--- src/rtl/fetch_controller.sv ---
// ---------------------------------------------------------------------------
// fetch_controller
//
// Instruction-fetch sequencer for an RV32I pipeline. It owns the program
// counter, issues word-aligned requests to instruction memory over a
// request/acknowledge handshake, and presents each fetched word to decode
// together with its PC and PC+4. Decode stalls and branch/jump redirects
// (including redirects that land while a request is outstanding) are absorbed
// here, so a squashed instruction never reaches decode with if_valid=1.
//
// Parameters:
//   RESET_PC     PC of the first fetch after reset
//   NOP_INST     value shown on if_inst while in reset
//
// Ports:
//   clock          in   rising-edge clock
//   reset          in   asynchronous, active-low reset
//   stall          in   decode not accepting; hold the presented instruction
//   redirect       in   one-cycle taken branch/jump pulse from execute
//   redirect_addr  in   redirect target (bits [1:0] ignored)
//   imem_req       out  fetch request, held until imem_ack
//   imem_addr      out  fetch address, stable while imem_req=1
//   imem_ack       in   one-cycle completion, imem_rdata valid this cycle
//   imem_rdata     in   fetched instruction word
//   if_valid       out  if_inst / if_pc / if_pc4 valid for decode
//   if_inst        out  fetched instruction
//   if_pc          out  address of if_inst
//   if_pc4         out  if_pc + 4 (modulo 2^32)
//   fetch_count    out  instructions accepted by decode (modulo 2^32)
//   fsm_state      out  current FSM state (0 idle, 1 req, 2 drop, 3 valid)
//
// Handshakes: a memory transaction completes on any rising edge where
// imem_req=1 and imem_ack=1; imem_ack is ignored while imem_req=0. Decode
// accepts the presented instruction on any edge with if_valid=1, stall=0
// and redirect=0.
// ---------------------------------------------------------------------------
module fetch_controller #(
    parameter logic [31:0] RESET_PC = 32'h0000_0000,
    parameter logic [31:0] NOP_INST = 32'h0000_0013
) (
    input  logic        clock,
    input  logic        reset,
    input  logic        stall,
    input  logic        redirect,
    input  logic [31:0] redirect_addr,
    output logic        imem_req,
    output logic [31:0] imem_addr,
    input  logic        imem_ack,
    input  logic [31:0] imem_rdata,
    output logic        if_valid,
    output logic [31:0] if_inst,
    output logic [31:0] if_pc,
    output logic [31:0] if_pc4,
    output logic [31:0] fetch_count,
    output logic [1:0]  fsm_state
);

    typedef enum logic [1:0] {
        S_IDLE  = 2'd0,
        S_REQ   = 2'd1,
        S_DROP  = 2'd2,
        S_VALID = 2'd3
    } state_t;

    state_t      state, state_n;
    logic [31:0] pc, pc_n;
    logic [31:0] target, target_n;
    logic        req_n;
    logic [31:0] addr_n;
    logic        valid_n;
    logic [31:0] inst_n, ipc_n, ipc4_n, count_n;
    logic [31:0] redir_word;
    logic        mem_done;

    assign redir_word = {redirect_addr[31:2], 2'b00};
    assign mem_done   = imem_req & imem_ack;
    assign fsm_state  = state;

    always_ff @(posedge clock or negedge reset) begin
        if (!reset) begin
            state       <= S_IDLE;
            pc          <= RESET_PC;
            target      <= RESET_PC;
            imem_req    <= 1'b0;
            imem_addr   <= RESET_PC;
            if_valid    <= 1'b0;
            if_inst     <= NOP_INST;
            if_pc       <= RESET_PC;
            if_pc4      <= RESET_PC + 32'd4;
            fetch_count <= 32'd0;
        end else begin
            state       <= state_n;
            pc          <= pc_n;
            target      <= target_n;
            imem_req    <= req_n;
            imem_addr   <= addr_n;
            if_valid    <= valid_n;
            if_inst     <= inst_n;
            if_pc       <= ipc_n;
            if_pc4      <= ipc4_n;
            fetch_count <= count_n;
        end
    end

    always_comb begin
        state_n  = state;
        pc_n     = pc;
        target_n = target;
        req_n    = imem_req;
        addr_n   = imem_addr;
        valid_n  = if_valid;
        inst_n   = if_inst;
        ipc_n    = if_pc;
        ipc4_n   = if_pc4;
        count_n  = fetch_count;

        case (state)
            S_IDLE: begin
                state_n = S_REQ;
                req_n   = 1'b1;
                addr_n  = pc;
            end

            S_REQ: begin
                if (mem_done) begin
                    if (redirect) begin
                        // Data belongs to the squashed path; restart the
                        // request at the target without leaving S_REQ.
                        pc_n   = redir_word;
                        addr_n = redir_word;
                    end else begin
                        inst_n  = imem_rdata;
                        ipc_n   = imem_addr;
                        ipc4_n  = imem_addr + 32'd4;
                        valid_n = 1'b1;
                        pc_n    = imem_addr + 32'd4;
                        req_n   = 1'b0;
                        state_n = S_VALID;
                    end
                end else if (redirect) begin
                    // The request cannot be withdrawn; remember where to go
                    // and wait out the old transaction.
                    target_n = redir_word;
                    state_n  = S_DROP;
                end
            end

            S_DROP: begin
                if (mem_done) begin
                    pc_n    = redirect ? redir_word : target;
                    addr_n  = redirect ? redir_word : target;
                    state_n = S_REQ;
                end else if (redirect) begin
                    target_n = redir_word;
                end
            end

            S_VALID: begin
                if (redirect) begin
                    valid_n = 1'b0;
                    pc_n    = redir_word;
                    addr_n  = redir_word;
                    req_n   = 1'b1;
                    state_n = S_REQ;
                end else if (!stall) begin
                    count_n = fetch_count + 32'd1;
                    valid_n = 1'b0;
                    addr_n  = pc;
                    req_n   = 1'b1;
                    state_n = S_REQ;
                end
            end

            default: begin
                state_n = S_IDLE;
                req_n   = 1'b0;
                valid_n = 1'b0;
            end
        endcase
    end

endmodule

--- config.mk ---
export PLATFORM = sky130hd
export DESIGN_NAME = fetch_controller
export DESIGN_NICKNAME = d
export VERILOG_FILES = /design/src/rtl/fetch_controller.sv
export SDC_FILE = /design/constraint.sdc
export NUM_CORES = 1
export LEC_CHECK = 0
export BUFFER_PORTS_ARGS = -buffer_cell sky130_fd_sc_hd__buf_2
export CORE_ASPECT_RATIO = 1.2
export CORE_MARGIN = 1.5
export CORE_UTILIZATION = 55
export DETAILED_ROUTE_END_ITERATION = 12
export PLACE_DENSITY = 0.82
export SETUP_SLACK_MARGIN = 0.2
export SLEW_MARGIN = 20
export SYNTH_ARGS = -nofsm -noshare
export SYNTH_HDL_FRONTEND = slang
export SYNTH_SLANG_ARGS = --single-unit
--- constraint.sdc ---
create_clock -name clock -period 2.54 [get_ports clock]
set_input_delay 0.254 -clock clock [delete_from_list [all_inputs] [get_ports clock]]
set_output_delay 0.254 -clock clock [all_outputs]
set_load 0.01 [all_outputs]
# After elaboration in Yosys (flattened, before gate mapping)

Index checks and enable logic that the tools add are counted.

Flip-flop bits (word level): 228
Input port bits: 69
Output and inout port bits: 164
Logic and storage cells: 67

Add/subtract/negate cells: 2
Eq/ne operators: 11
Mux-type cells: 27
Bitwise gates (word level): 4
Reduce and logical (&&, ||, !) cells: 13

Operator list:

| operator              | count |
|---|---|
| $mux 32               | 8 |
| $pmux 32 s4           | 1 |
| $pmux 32 s3           | 1 |
| $add 32x1->32 const B | 1 |
| $add 32x3->32 const B | 1 |
| $reduce_and 4->1      | 5 |
| $mux 2                | 6 |
| $ne 2x2->1 const B    | 5 |
| $ne 3x3->1 const B    | 3 |
| $mux 1                | 8 |
| $pmux 2 s4            | 1 |
| $reduce_and 3->1      | 2 |
| $reduce_bool 3->1     | 2 |
| $eq 2x2->1 const B    | 2 |
| $not 1->1             | 3 |
| $pmux 1 s3            | 1 |
| $eq 2x1->1 const B    | 1 |
| $logic_not 2->1       | 1 |
| $pmux 1 s2            | 1 |
| $reduce_and 2->1      | 1 |
| $reduce_bool 2->1     | 1 |
| $reduce_or 2->1       | 1 |
| $and 1x1->1           | 1 |

# Logic depth before layout (Yosys ltp)

Gate-level depths: netlist of run 1.

Depth after elaboration: 4
Depth in mapped cells: 9
Gate-level depth less buffers: 7

# Least setup slack after synthesis of run 1

Ideal clock, no wire load.

Path kind: flip-flop to flip-flop
From: reg state[0], in the netlist fsm_state[0]
To: reg pc[8]
Setup time: 0.119 ns
Arrival: 1.933 ns
Required time: 2.421 ns
Setup slack: 0.488 ns
Cell stages (with the launch flop): 9
Path buffers: 2
Period minus slack after synthesis: 2.052 ns
Cell sequence: dfrtp_1 inv_1 ha_1 o2bb2ai_1 and3_1 clkbuf_1 clkbuf_1 o211ai_1 o21a_1

Cells in the longest elaborated chain, start to end: 3
Elaborated cells on any way between the ends: 9
Those cells by class: eq/ne (6); mux (1); reduce/logical (2)

Ends and longest elaborated chain:

| element                                                                 | RTL line | RTL |
|---|---|---|
| start, declared                                                         | 65       | `state_t state, state_n;` |
| start signal, assigned                                                  | 92       | `state <= state_n;` |
| $eq 2x2->1 / $eq 2x1->1 (equally long branches)                         | 117      | `case (state)` |
| $ne 2x2->1 (no source line) / $reduce_bool 3->1 (equally long branches) | -        |  |
| $reduce_and 4->1 (no source line)                                       | -        |  |
| end signal, assigned                                                    | 93       | `pc <= pc_n;` |
| end, declared                                                           | 66       | `logic [31:0] pc, pc_n;` |

Parallel ways exist; a longest one is shown, timed or not.
A chain may end at the register's enable or synchronous reset.

# Final worst setup path of run 1

From: reg imem_addr[7]
To: reg pc[23]

Cells in the longest elaborated chain, start to end: 4

Ends and longest elaborated chain:

| element                | RTL line | RTL |
|---|---|---|
| start, declared        | 47       | `output logic [31:0] imem_addr,` |
| start signal, assigned | 96       | `imem_addr <= addr_n;` |
| $add 32x3->32          | 136      | `pc_n = imem_addr + 32'd4;` |
| $mux 32                | 126      | `if (redirect) begin` |
| $mux 32                | 125      | `if (mem_done) begin` |
| $pmux 32 s3            | 117      |  |

Every way passes these cells. The select of a mux whose other input is x is not followed.

==> summary.md, run 1 <==
| Metric | Value |
|---|---|
| Crit start category | `register` |
| Commonest cells in the synthesized netlist | `nand2_1, dfrtp_1, o21ai_0` |
| Rel. slew slack | `59.90%` |
| Buffers on Ports | `230` |
| DRT iter0 DRCs | `942` |
| Sum Neg Setup Slack | `0 ns` |
| Synth warn | `0` |
| Synth top area share | `52.79%` |
| Clk Latency, worst-skew pair | `0.52 ns` |
| GR Util All Layers | `30.12%` |
| FP Rows | `55` |
| Mapped Avg Cell Area | `9.585 um^2` |
| Post-synthesis sequential area ratio | `53.79%` |
| HP Class | `input port to register` |
| Async SR Flop Fraction | `100.0%` |
| Top_reg_cell synth | `dfrtp_1` |
| Synth Net Count | `1173` |
| Post-DP HPWL | `20.30 mm` |
| Placed inst area | `12120 um^2` |
| Hold path depth | `2` |
| Max-cap check violation count | `0` |
| Die ar. | `19980 um^2` |
| Fill count | `1366` |
| CTS Sinks | `226` |
| CP endpoint kind | `register` |
| Core area | `18790 um^2` |
| Combined area of the multi-input logic cells | `4572 um^2` |
| Hold_sp | `redirect_addr[26]` |
| TritonRoute pass-1 iters | `5` |
| Avg WL per Cell | `18.61 um` |
| Final WL | `30.32 mm` |
| Setup Skew | `0.01744 ns` |
| Max Fclk | `0.4502 GHz` |
| Pwr per Cell Area | `1226 nW/um^2` |
| Final instance area | `13290 um^2` |
| ANT nets after route | `0` |
| R2R Setup Slk | `0.32 ns` |
| Synth cell types | `56` |
| Minimum clock period | `2.221 ns` |
| Die height | `154.5 um` |
| Layout cells sized above 1 | `26.97%` |
| Initial antenna violation count | `3` |
| CP required | `2.91 ns` |
| Leak Pwr | `6.547 nW` |
| Buf+Inv Stages, Crit Path | `0` |
| Nets | `1431` |
| Top delay family on crit path | `simple AND/OR/NAND/NOR gates` |
| Final Hold Viols | `0` |
| Top-count cell post-synth | `nand2_1` |
| GP Congestion | `0.9008` |
| # H-tree levels | `1` |
| Hold endpoint | `target[26]` |
| Area contributors post-synth | `dfrtp_1, nand2_1, o21ai_0` |
| Largest stage delay, worst path | `0.45 ns` |
| Final hold slack | `0.0003534 ns` |
| Slowest CP cell | `nor4_1` |
| CP Class | `register to register` |
| RR Startpoint | `imem_addr[7]` |
| Number of synthesized flops with an enable pin | `0` |
| Largest net degree at the start of global routing | `70` |
| DRC viols | `0` |
| Max-slew violations | `0` |
| R2r worst-path depth | `5` |
| CP Cell Sequence | `and4_1 -> nand3_1 -> nor4_1 -> xnor2_1 -> o21ai_0` |
| CTS tree | `built` |
| Gr ovfl total | `0` |
| Tcrit/Tclk final | `87.44%` |
| Vias per cell | `5.840` |
| Initial Utilization | `56.02%` |
| Global-route wire length before repair | `47.85 mm` |
| FF+latch count, synth | `226` |
| Reg2reg end | `pc[23]` |
| Final setup viols | `0` |
| Clk buf depth | `3` |
| Root Driver | `clkbuf_16` |
| Ports | `233` |
| CTS clk-pin slew, worst paths | `0.06 ns` |
| FF+latch area | `5660 um^2` |
| Chip width | `129.3 um` |
| Post-Synthesis Cells | `1098` |
| Synth area leader | `dfrtp_1` |
| Worst VDD drop | `0.0006617 V` |
| Synthesized area | `10520 um^2` |
| Worst Path Arrival | `2.60 ns` |
| RSZ-0062 raised after global routing | `yes` |
| Area delta synth->final | `26.32%` |
| Vias in the first global route | `9080` |
| Least-Margin Pin Slew | `0.5959 ns` |
| Crit-path max FO | `9` |
| Routed vias | `9514` |
| Num CTS Buffers | `23` |
| Status | `finished clean` |
==> registers in the layout (all words and copies together), names as in the netlist <==
name / flops
imem_addr: 32
target: 32
pc: 32
if_inst: 32
if_pc: 32
imem_req: 1
if_pc4: 30
if_valid: 1
fetch_count: 32
fsm_state: 2
==> cells in the final DEF, fill, tap and decap left out, types with 5 or more instances in the layout <==
cell type | synthesis | routed
a21oi_1 | 31 | 31
a221oi_1 | 15 | 15
a22o_1 | 32 | 32
a22oi_1 | 37 | 37
and3_1 | 17 | 16
buf_12 | 0 | 6
buf_2 | 3 | 229
buf_4 | 4 | 38
clkbuf_1 | 61 | 6
clkbuf_16 | 0 | 23
clkinv_2 | 0 | 5
dfrtp_1 | 222 | 222
dlygate4sd3_1 | 0 | 35
ha_1 | 6 | 6
inv_1 | 12 | 12
mux2_2 | 36 | 36
nand2_1 | 285 | 285
nand3_1 | 33 | 33
nand4_1 | 13 | 13
nor2_1 | 44 | 42
nor3_1 | 16 | 14
nor4_1 | 11 | 11
o211ai_1 | 6 | 6
o21a_1 | 5 | 5
o21ai_0 | 85 | 85
o31a_1 | 9 | 9
xnor2_1 | 37 | 37
xor2_1 | 14 | 14
==> stage by stage <==
stage / instances / utilization [%] / setup WS (ns) / power [W]
after global routing: 1628 / 70.75 / 0.1556 / 0.01728
after global placement: 1548 / 64.49 / 0.2853 / 0.01233
after floorplan: 1098 / - / 0.4877 / 0.009943
after CTS: 1624 / 70.45 / 0.2112 / 0.01613
final: 1629 / 70.76 / 0.3189 / 0.01630
after detailed placement: 1548 / 64.49 / 0.1832 / 0.01261
==> where the power goes <==
group	switching (W)	internal, W	leakage [nW]	total, W
Clock	0.00141	0.00206	0.374	0.00347
Sequential	0.00112	0.00506	2.84	0.00618
Combinational	0.00390	0.00275	3.33	0.00665
==> final cells by class <==
class,instances,area share [%]
well taps,256,2.409
diodes,1,0.01882
clock buffers,32,4.809
multi-input cells,782,34.39
inverters,13,0.3671
clock inverters,9,0.9224
repair buffers,310,14.50
flip-flops and latches,226,42.58
==> cells by family (layout without fill, tap and decap cells) <==
logic type	count (synthesis)	after routing	synth area share, %
flops	226	226	53.79
xor+xnor	51	51	4.244
other cells	0	1	0
fa+ha+maj	6	6	0.7133
simple gates	448	448	18.70
mux	37	37	3.947
buf+inv	90	364	3.412
compound gates	240	240	15.19
==> worst max path at each step <==
stage                 endpoint         start  depth (start not counted)
3_5_place_dp     imem_addr[16]  fsm_state[0]                          9
6_report                pc[23]  imem_addr[7]                          5
5_1_grt        fetch_count[28]  fsm_state[1]                          6
3_3_place_gp     imem_addr[21]  fsm_state[0]                          9
2_1_floorplan            pc[8]  fsm_state[0]                          8
4_1_cts        fetch_count[24]  fsm_state[1]                          6
==> timing repair <==
action                                  4_1_cts  5_1_grt
endpoints found under the setup margin        7       35
gates cloned                                  0        0
hold buffers                                 35        0
resized for setup                             1        6
setup buffers                                 0        4
hold endpoints to repair                     95        0
pin swaps                                     0        2
==> layer usage <==
layer | track usage [%] | part of all wire [%]
met5 | 0 | 0.036
met4 | 9.952 | 2.9
met1 | 39.14 | 39
met3 | 6.987 | 9.9
met2 | 49.77 | 48
(Power assumes the default switching activity.)
==> run 2: changes to the inputs <==
--- a/config.mk
+++ b/config.mk
@@ -10,7 +10,9 @@
 export CORE_MARGIN = 1.5
 export CORE_UTILIZATION = 55
 export DETAILED_ROUTE_END_ITERATION = 12
+export GPL_ROUTABILITY_DRIVEN = 0
 export PLACE_DENSITY = 0.82
+export RECOVER_POWER = 25
 export SETUP_SLACK_MARGIN = 0.2
 export SLEW_MARGIN = 20
 export SYNTH_ARGS = -nofsm -noshare
==> summary.md, run 2 (synthesized netlist as in run 1, its figures left out) <==
| Metric | Value |
|---|---|
| Status | `finished with violations` |
| Failing checks | `max-capacitance violations, max-slew violations` |
| Met2 Use GR | `49.42% (-0.35 points)` |
| Routed vias | `9390 (-1.3%)` |
| CTS Sinks | `226 (unchanged)` |
| Area delta synth->final | `25.75%` |
| Largest net degree at the start of global routing | `85 (+21%)` |
| Root Driver | `clkbuf_16` |
| Clk Latency, worst-skew pair | `0.51 ns (about the same)` |
| Layout cells sized above 1 | `26.71% (-0.26 points)` |
| CP endpoint | `pc[19]` |
| CP endpoint kind | `register` |
| Max-cap check violation count | `1 (+1)` |
| CTS tree | `built` |
| Crit path from | `imem_addr[7]` |
| NetSw | `0.006399 W (-0.40%)` |
| Die ar. | `19980 um^2 (unchanged)` |
| R2r worst-path depth | `5 (unchanged)` |
| # H-tree levels | `1 (unchanged)` |
| Reg2reg end | `pc[19]` |
| Chip width | `129.3 um (unchanged)` |
| Global-route wire length before repair | `47.11 mm (-1.6%)` |
| Vias per cell | `5.793 (-0.82%)` |
| Nets | `1422 (-0.63%)` |
| Vias in the first global route | `9118 (+0.42%)` |
| Commonest cells after routing, fill and taps aside | `nand2_1, buf_2, dfrtp_1, o21ai_0, nor2_1` |
| DRT iter0 DRCs | `914 (-3.0%)` |
| Num CTS Buffers | `23 (unchanged)` |
| Initial Utilization | `56.02% (unchanged)` |
| Least-Margin Pin Slew | `1.696 ns (+1.100 ns)` |
| Core area | `18790 um^2 (unchanged)` |
| Crit-path max FO | `9 (unchanged)` |
| Buffers on Ports | `230 (unchanged)` |
| Ports | `233 (unchanged)` |
| Fill count | `1384 (+1.3%)` |
| Setup Skew | `0.01326 ns (-0.004184 ns)` |
| RR Startpoint | `imem_addr[7]` |
| CP required | `2.96 ns (+0.05 ns)` |
| Crit start category | `register` |
| HP Class | `input port to register` |
| Rel. slew slack | `-13.10% (-73 points)` |
| Worst VDD drop | `0.0006546 V (-1.1%)` |
| Final Hold Viols | `0 (unchanged)` |
| Final setup viols | `0 (unchanged)` |
| Seq pwr share | `38.1% (+0.2 points)` |
| GR Util All Layers | `29.52% (-0.60 points)` |
| CP Class | `register to register` |
| Clk buf depth | `3 (unchanged)` |
| Avg WL per Cell | `18.49 um (-0.65%)` |
| R2R Setup Slk | `0.31 ns (about the same)` |
| Max-slew violations | `65 (+65)` |
| Max Fclk | `0.4475 GHz (-0.60%)` |
| Pwr per Cell Area | `1228 nW/um^2 (+0.19%)` |
| Tcrit/Tclk final | `87.97% (+0.53 points)` |
| Net Sw Frac | `39.36% (-0.056 points)` |
| Final WL | `29.98 mm (-1.1%)` |
| Met1 usage | `37.47% (-1.7 points)` |
| Most used routing layer | `met2` |
| Non-Filler Instances | `1621 (-0.49%)` |
| FP Rows | `55 (unchanged)` |
| Sum Neg Setup Slack | `0 ns (unchanged)` |
| Worst Path Arrival | `2.66 ns (+0.06 ns)` |
| ANT nets after route | `0 (unchanged)` |
| Gr ovfl total | `0 (unchanged)` |
| TritonRoute pass-1 iters | `5 (unchanged)` |
| Commonest non-fill, non-tap cell in the layout | `nand2_1` |
| Post-DP HPWL | `20.24 mm (-0.27%)` |
| Leak Pwr | `6.499 nW (-0.73%)` |
| Initial antenna violation count | `4 (+1)` |
| CTS clk-pin slew, worst paths | `0.06 ns (about the same)` |
| Combinational share of power | `41.0% (+0.2 points)` |
| DRC viols | `0 (unchanged)` |
| Die height | `154.5 um (unchanged)` |
| Internal power | `0.009857 W (-0.17%)` |
| Minimum clock period | `2.235 ns (+0.01347 ns)` |
| Clock power share | `20.9% (-0.4 points)` |
| Placed instance count | `1545 (-0.19%)` |
| RSZ-0062 raised after global routing | `no` |
| Met3 usage | `7.575% (+0.59 points)` |
==> run 2: cell count changes in the layout (fill, tap and decap cells not counted), sizes merged <==
cell and delta:
dlygate4sd3 -3, bufinv -1, clkinvlp +2, clkinv -3, diode +1, buf -8
clkbuf +4
==> run 2: how the worst min path moves through the flow <==
| stage | startpoint | end | slack, ns | cells after the start |
|---|---|---|---|---|
| after floorplan | reset | fetch_count[0] | -0.04 | 0 |
| after global placement | reset | if_inst[2] | 0.22 | 1 |
| after detailed placement | reset | if_inst[2] | 0.23 | 1 |
| after CTS | redirect_addr[19] | target[19] | 0.0002 | 2 |
| after global routing | redirect_addr[20] | target[20] | 0.01 | 2 |
| final | redirect_addr[26] | target[26] | 0.01 | 2 |
==> run 2: stage by stage <==
step                      total power, W  setup slack (ns)  hold slack [ns]  area [um^2]  utilization, %
after floorplan                 0.009943            0.4877         -0.04159        10520               -
after global placement           0.01238            0.3694           0.2246        12130           64.57
after detailed placement         0.01267            0.2840           0.2262        12130           64.57
after CTS                        0.01614            0.2646        0.0001522        13210           70.32
after global routing             0.01722            0.2029          0.01092        13230           70.42
final                            0.01626            0.3055          0.01106        13230           70.44
==> run 2: power by group through the flow <==
stage	clock (W)	combinational, W	sequential, W
4_1_cts	0.00344	0.00657	0.00613
3_5_place_dp	0	0.00648	0.00619
5_1_grt	0.00359	0.00729	0.00635
3_3_place_gp	0	0.00629	0.00609
6_report	0.00340	0.00667	0.00619
2_1_floorplan	0	0.00355	0.00640
==> run 2: repair_timing <==
item | in CTS | in global routing
endpoints found under the hold margin | 90 | 0
hold buffers | 32 | 0
resized for setup | 0 | 6
setup buffers | 0 | 1
setup endpoints to repair | 0 | 17
==> run 2: final cells by class <==
type / count / area [um^2] / area share, %
sequential: 226 / 5662 / 42.78
multi-input combinational: 782 / 4566 / 34.50
timing repair buffer: 301 / 1873 / 14.15
clock buffer: 34 / 666.9 / 5.039
tap: 256 / 320.3 / 2.420
clock inverter: 7 / 92.59 / 0.6996
inverter: 13 / 48.80 / 0.3687
antenna: 2 / 5.005 / 0.03782
==> run 2: layer usage <==
layer  routed length [um]  share of wire, %  up-vias
met1                11920                40     4530
met5                   13             0.043        -
met2                14340                48      463
met4                  743               2.5        2
li1                     -                 -     4329
met3                 2951               9.8       66
==> run 2: worst max-delay path: stages (launching register included) <==
cell      delay, ns
dfrtp_1        0.43
and4_1         0.32
nand3_1        0.36
nor3_1         0.55
mux2_2         0.39
o211ai_1       0.08
